==> config.mk <==
export PLATFORM = sky130hd
export DESIGN_NAME = booth_mul_arbiter
export DESIGN_NICKNAME = d
export VERILOG_FILES = /design/src/rtl/booth_mul_arbiter.sv
export SDC_FILE = /design/constraint.sdc
export NUM_CORES = 1
export LEC_CHECK = 0
export ABC_CLOCK_PERIOD_IN_PS = 1650
export CAP_MARGIN = 20
export CORE_MARGIN = 3
export CORE_UTILIZATION = 35
export CTS_CLUSTER_SIZE = 40
export DETAILED_ROUTE_END_ITERATION = 8
export PLACE_DENSITY = 0.77
export REMOVE_ABC_BUFFERS = 1
export SLEW_MARGIN = 20
export SYNTH_ARGS = -nofsm -noshare
export SYNTH_HDL_FRONTEND = slang
export SYNTH_SLANG_ARGS = --single-unit
==> constraint.sdc <==
create_clock -name clk -period 1.65 [get_ports clk]
set_input_delay 0.33 -clock clk [delete_from_list [all_inputs] [get_ports clk]]
set_output_delay 0.33 -clock clk [all_outputs]
set_load 0.01 [all_outputs]
==> src/rtl/booth_mul_arbiter.sv <==
// Round-robin front end for a single shared Booth multiplier: grants one requester at a time,
// runs the multiplier under a watchdog and returns the product to the originator with backpressure.
module booth_mul_arbiter #(
    parameter int N       = 4,
    parameter int WIDTH   = 8,
    parameter int TIMEOUT = 64
) (
    input  logic                 clk,
    input  logic                 rst,
    input  logic [N-1:0]         req_valid,
    input  logic [N*WIDTH-1:0]   req_a,
    input  logic [N*WIDTH-1:0]   req_b,
    output logic [N-1:0]         req_ready,
    output logic [N-1:0]         rsp_valid,
    input  logic [N-1:0]         rsp_ready,
    output logic [2*WIDTH-1:0]   rsp_product,
    output logic                 rsp_error,
    output logic                 mul_start,
    output logic [WIDTH-1:0]     mul_a,
    output logic [WIDTH-1:0]     mul_b,
    input  logic                 mul_done,
    input  logic [2*WIDTH-1:0]   mul_product
);

    localparam int PW = $clog2(N);
    localparam int CW = $clog2(TIMEOUT + 1);
    localparam logic [N-1:0] ONE = {{(N-1){1'b0}}, 1'b1};

    localparam logic [1:0] IDLE = 2'd0;
    localparam logic [1:0] RUN  = 2'd1;
    localparam logic [1:0] RESP = 2'd2;
    localparam logic [1:0] GAP  = 2'd3;

    logic [1:0]       state;
    logic [PW-1:0]    ptr;
    logic [PW-1:0]    owner;
    logic [PW-1:0]    win;
    logic             found;
    logic [CW-1:0]    wdog;
    logic [WIDTH-1:0] a_arr [N];
    logic [WIDTH-1:0] b_arr [N];
    int               cand;

    always_comb begin
        for (int i = 0; i < N; i++) begin
            a_arr[i] = req_a[i*WIDTH +: WIDTH];
            b_arr[i] = req_b[i*WIDTH +: WIDTH];
        end
    end

    // Search starts at ptr and wraps, so the most recent winner has lowest priority next time.
    always_comb begin
        win   = '0;
        found = 1'b0;
        cand  = 0;
        for (int i = 0; i < N; i++) begin
            cand = (int'(ptr) + i) % N;
            if (!found && req_valid[PW'(cand)]) begin
                found = 1'b1;
                win   = PW'(cand);
            end
        end
    end

    // A grant pulse is suppressed while reset is held, since the request would be lost.
    assign req_ready = (state == IDLE && found && !rst) ? (ONE << win) : '0;
    assign rsp_valid = (state == RESP) ? (ONE << owner) : '0;
    assign mul_start = (state == RUN);

    always_ff @(posedge clk) begin
        if (rst) begin
            state       <= IDLE;
            ptr         <= '0;
            owner       <= '0;
            wdog        <= '0;
            mul_a       <= '0;
            mul_b       <= '0;
            rsp_product <= '0;
            rsp_error   <= 1'b0;
        end else begin
            case (state)
                IDLE: begin
                    if (found) begin
                        mul_a <= a_arr[win];
                        mul_b <= b_arr[win];
                        owner <= win;
                        ptr   <= (win == PW'(N - 1)) ? '0 : win + 1'b1;
                        wdog  <= '0;
                        state <= RUN;
                    end
                end
                RUN: begin
                    // A done in the last watchdog cycle still wins over the timeout.
                    if (mul_done) begin
                        rsp_product <= mul_product;
                        rsp_error   <= 1'b0;
                        state       <= RESP;
                    end else if (wdog == CW'(TIMEOUT)) begin
                        rsp_product <= '0;
                        rsp_error   <= 1'b1;
                        state       <= RESP;
                    end else begin
                        wdog <= wdog + 1'b1;
                    end
                end
                RESP: begin
                    if (rsp_ready[owner]) begin
                        state <= GAP;
                    end
                end
                GAP: begin
                    wdog  <= '0;
                    state <= IDLE;
                end
                default: state <= IDLE;
            endcase
        end
    end

endmodule

==> qor.yml, run 1 <==
detailed_routing:
  ant_nets: 0
  wirelength_mm: 8.33
  dr.pass1.iters: 4
  wl_per_cell_microns: 16.9
  drt_iter0_drc: 75
  drc_errors: 0
  via_per_inst: 5.20
  vias: 2569
synth:
  synth_edf_count: 0
  ys_warn_count: 0
  synth_area_leaders: "dfxtp_1 (39%), mux2i_1 (15%), o221ai_1 (5.9%)"
  ys_seq_area_frac: 0.387
  synth_flop_cell: "dfxtp_1"
  yosys.area.top_type: "dfxtp_1"
  syn_inst: 252
  async_flop_share: 0
  netlist_area_sq_um: 2380
  synth.distinct_cells: 42
  ys_ff_latch: 46
  yosysTopAreaCellShare: 0.387
  avgSynthCellArea_sq_um: 9.43
clocking:
  cts.htree.levels: 2
  clk_latency_ns: 0.30
  cts_tree: "done"
  numClockSinks: 46
  path_clk_slew_ns: 0.08
  cts_root_buffer: "clkbuf_8"
  numCtsBuffers: 5
  cts_buffer_depth: 2
global_routing:
  track_usage: 0.204
  antenna_found_initial: 0
  grt_pass1_vias: 2588
  grt_max_degree: 25
  grt_pass1_wl_mm: 12.4
  grt_overflow: 0
timing:
  tns_ns: -4.51
  tightest_slew_ns: 0.330
  setup_viol: 21
  drv_slew: 0
  setup_slack_ns: -0.373
  finClkSkew_ns: 0.0121
  finalCriticalPeriod_ns: 2.02
  hold_viol: 0
  fmax_ghz: 0.494
  relSlewSlack: 0.780
  rsz0062_at_grt: "yes"
  fin_crit_sh: 1.23
critical_path:
  crit_fanout: 5
  arrival_ns: 1.69
  r2r_slack_ns: -0.25
  endpoint_kind: "primary output"
  cp.required_ns: 1.32
  crit_type: "register to primary output"
  startpoint_type: "register"
cells_and_area:
  syn2layout_area_growth_pct: 87.1
  final_util: 0.688
  multi_input_area_sq_um: 1560
  n_fill_cell: 491
  drive_above_1_share: 0.249
  nNetsFinal: 514
  layout_commonest_cell: "clkdlybuf4s50_1"
  num_antenna_cells: 0
  seq_area_sq_um: 935
  layout_common_cells: "clkdlybuf4s50_1 (119), dfxtp_1 (39), nor2_1 (29)"
placement:
  portBuffers: 132
  hpwl_mm: 5.69
  gp_congestion: 0.852
  place_ws_ns: -0.934
pwr:
  p_leak_nw: 1.70
  power_mw: 6.34
  power_density_nw_per_um2: 1430
  irDropWorstVdd_v: 0.000838
run_status:
  status: "finished, violations left"
  violations: "setup timing"
die:
  start_util: 0.368
  pin_count: 133
  die_y_microns: 88.4
  die_area_sq_um: 7820
  core_area_sq_um: 6460
  rows: 29
  die_w_microns: 88.4
hold_path:
  hold_path_class: "register to register"
run:
  drv_cap: 0
through the flow:
step           cells  hold WS, ns  area, sq um
3_3_place_gp     478        0.444         3960
2_1_floorplan    238        0.399         2280
5_1_grt          494        0.498         4450
3_5_place_dp     478        0.447         3960
6_report         494        0.469         4450
4_1_cts          495        0.470         4350
cells in the mapped netlist (all sizes together) (3+ instances only):
cell type	count
dfxtp	46
mux2i	35
nor2	33
nand2	24
a22oi	16
o221ai	16
inv	10
buf	9
a21oi	7
ha	7
and3	5
clkbuf	5
o211ai	4
xor2	4
a211oi	3
nand2b	3
state kept, by name, summed over array words and instances (netlist names):
| register | count |
|---|---|
| mul_a | 8 |
| mul_b | 8 |
| owner | 2 |
| ptr | 2 |
| rsp_error | 1 |
| rsp_product | 16 |
| state | 2 |
| wdog | 7 |
per-layer routing:
layer,vias to the layer above,wire length [microns],part of all wire,global-route usage
met3,22,367,0.044,0.0317
li1,1253,-,-,-
met4,0,278,0.033,0.0907
met2,80,4180,0.50,0.352
met1,1214,3510,0.42,0.251
met5,-,0,0,0
repair_timing:
action,4_1_cts,5_1_grt
hold buffers,0,0
setup endpoints to repair,51,33
gates resized for setup,84,39
gates cloned,4,0
buffers inserted,5,4
pin swaps,18,13
endpoints found under the hold margin,0,0
final timing paths:
kind              startpoint            to  cells past startpoint
setup / recovery      ptr[1]  req_ready[3]                      7
hold / removal      mul_a[1]      mul_a[1]                      2
setup reg to reg      ptr[1]      mul_b[7]                      9
hold reg to reg     mul_a[1]      mul_a[1]                      2
logic make-up (layout without fill, tap and decap cells):
| kind of cell | count (synthesis) | count (layout) | share of synthesized area |
|---|---|---|---|
| compound gates | 56 | 56 | 0.186 |
| xor+xnor | 6 | 6 | 0.0221 |
| fa+ha+maj | 7 | 7 | 0.0368 |
| buf+inv | 24 | 189 | 0.0553 |
| flops | 46 | 46 | 0.387 |
| mux | 36 | 36 | 0.157 |
| simple gates | 77 | 77 | 0.155 |
cell type report:
type | instances | area share
inverters | 10 | 0.00929
flip-flops and latches | 46 | 0.210
well taps | 77 | 0.0217
clock buffers | 7 | 0.0172
clock inverters | 1 | 0.00675
multi-input cells | 182 | 0.351
repair buffers | 171 | 0.384
worst max-delay path: stages (launching register included):
cell     delay, ns
dfxtp_4       0.37
buf_6         0.12
a21o_1        0.16
a21oi_2       0.12
o22a_2        0.20
buf_6         0.14
and3_4        0.18
buf_6         0.10
where the power goes:
part	internal [mW]	total, mW	switching (mW)
Sequential	1.46	1.68	0.217
Combinational	2.13	3.82	1.69
Clock	0.454	0.844	0.390
Total	4.05	6.34	2.30
No activity file was read; power rests on OpenSTA's default activity.
==> run 2: changes to the inputs <==
- ABC_CLOCK_PERIOD_IN_PS: 1650 -> 1700
- clock period: 1.65 -> 1.7 ns (I/O delays scaled with it)
==> qor.yml, run 2 (synthesized netlist as in run 1, its figures left out) <==
detailed_routing:
  drc_errors: 0  # unchanged
  via_per_inst: 5.16  # -0.73%
  ant_nets: 0  # unchanged
  wirelength_mm: 7.97  # -4.3%
  dr.pass1.iters: 4  # unchanged
  drt_iter0_drc: 73  # -2.7%
  wl_per_cell_microns: 16.2  # -4.2%
  vias: 2545  # -0.93%
run_status:
  violations: "setup timing"
  status: "finished, violations left"
placement:
  gp_congestion: 0.853  # +0.13%
  hpwl_mm: 5.64  # -0.79%
  place_ws_ns: -0.928  # +0.00544 ns
  portBuffers: 132  # unchanged
  place_inst: 477  # -0.21%
pwr:
  p_leak_nw: 1.71  # +0.35%
  irDropWorstVdd_v: 0.000713  # -15%
  power_density_nw_per_um2: 1370  # -3.7%
cells_and_area:
  stdcell_count: 493  # -0.20%
  largest_register: "rsp_product"
  seq_area_sq_um: 930  # -0.54%
  layout_commonest_cell: "clkdlybuf4s50_1"
  largest_reg_flops: 16  # unchanged
  n_fill_cell: 516  # +5.1%
  final_util: 0.675  # -0.0132
  num_antenna_cells: 0  # unchanged
  layout_common_cells: "clkdlybuf4s50_1 (120), dfxtp_1 (41), mux2i_1 (30), nor2_1 (30), buf_4 (26)"
  reg_top3: "rsp_product x16, mul_a x8, mul_b x8"
  nNetsFinal: 514  # unchanged
  multi_input_area_sq_um: 1480  # -5.1%
  syn2layout_area_growth_pct: 83.5
  drive_above_1_share: 0.216  # -0.0331
critical_path:
  cp_slowest_stage_delay_ns: 0.38  # about the same
  endpoint_kind: "primary output"
  startpoint_type: "register"
  r2r-end: "mul_b[1]"
  cp.required_ns: 1.36  # +0.04 ns
  arrival_ns: 1.68  # about the same
  r2r_cells: 10  # +1
  cp-startpoint: "ptr[1]"
  crit_type: "register to primary output"
  crit_chain: "mux2i_1 > o32ai_2 > or2_4 > ha_4 > and3_4 > buf_6"
  cp-endpoint: "req_ready[2]"
  crit_fanout: 3  # -2
  cpMaxStageDelayCell: "dfxtp_4"
  r2r_slack_ns: -0.25  # about the same
  r2r_start: "ptr[1]"
clocking:
  numCtsBuffers: 5  # unchanged
  cts_tree: "done"
  cts_buffer_depth: 2  # unchanged
  numClockSinks: 46  # unchanged
  cts_root_buffer: "clkbuf_8"
  cts.htree.levels: 2  # unchanged
  path_clk_slew_ns: 0.08  # about the same
  clk_latency_ns: 0.29  # about the same
  cts_hold_buffers: 0  # unchanged
timing:
  rsz0062_at_grt: "yes"
  fmax_ghz: 0.496
  setup_viol: 19  # -9.5%
  hold_viol: 0  # unchanged
  fin_hold_ws_ns: 0.458  # -0.0110 ns
  drv_slew: 0  # unchanged
  finClkSkew_ns: 0.00484  # -0.00725 ns
  tns_ns: -3.35  # +1.16 ns
  finalCriticalPeriod_ns: 2.02
  tightest_slew_ns: 0.332  # +0.00187 ns
  relSlewSlack: 0.779  # about the same
  fin_crit_sh: 1.19
  setup_slack_ns: -0.318  # +0.0545 ns
die:
  rows: 29  # unchanged
  pin_count: 133  # unchanged
  start_util: 0.368  # unchanged
  core_area_sq_um: 6460  # unchanged
  die_area_sq_um: 7820  # unchanged
  die_w_microns: 88.4  # unchanged
  die_y_microns: 88.4  # unchanged
global_routing:
  grt_overflow: 0  # unchanged
  track_usage: 0.195  # -0.00938
  grt_max_degree: 25  # unchanged
  grt_pass1_wl_mm: 11.9  # -4.2%
  antenna_found_initial: 0  # unchanged
  grt_pass1_vias: 2389  # -7.7%
hold_path:
  hold_path_depth: 2  # unchanged
  hold_path_class: "register to register"
run:
  drv_cap: 0  # unchanged
[run 2: worst max-delay path: cells and delay by family, from the launching register on]
kind                       cells  cell delay, ns
DFF                            1            0.38
AOI/OAI and AO/OA              1            0.11
buffers and inverters          1            0.11
muxes                          1            0.23
and+or+nand+nor                2            0.40
adders and majority gates      1            0.16
[run 2: repair_timing]
action / 4_1_cts / 5_1_grt
setup buffers: 7 / 2
hold endpoints to repair: 0 / 0
endpoints found under the setup margin: 50 / 44
gates cloned: 3 / 0
resized for setup: 62 / 33
pin swaps: 16 / 9
[run 2: how the worst min path moves through the flow]
stage | start | slack, ns | to
global placement | rsp_error | 0.44 | rsp_error
CTS | rsp_error | 0.47 | rsp_error
detailed placement | mul_b[5] | 0.45 | mul_b[5]
global route | mul_b[5] | 0.50 | mul_b[5]
floorplan | rst | 0.41 | owner[1]
finish | rsp_error | 0.46 | rsp_error
[run 2: per-stage QoR]
stage,power (mW),cell area (sq um)
2_1_floorplan,3.03,2280
3_3_place_gp,4.48,3950
3_5_place_dp,4.54,3950
4_1_cts,5.86,4270
5_1_grt,6.39,4360
6_report,5.99,4360
[run 2: final cells by class]
type                    instances  area share
well taps                      77      0.0221
inverters                      10     0.00861
repair buffers                171       0.391
clock inverters                 1     0.00688
multi-input cells             182       0.339
flip-flops and latches         46       0.213
clock buffers                   6      0.0189
[run 2: per-layer routing]
layer	vias up	GRT usage	wire (microns)
met3	14	0.0289	393
met1	1194	0.258	3410
met2	85	0.330	4000
li1	1252	-	-
met5	-	0	0
met4	0	0.0563	168
[run 2: where the power goes]
group / leakage [nW] / switching (mW) / internal (mW) / total [mW]
logic: 1.27 / 1.57 / 1.97 / 3.54
clock network: 0.0573 / 0.356 / 0.471 / 0.827
registers: 0.379 / 0.207 / 1.41 / 1.62
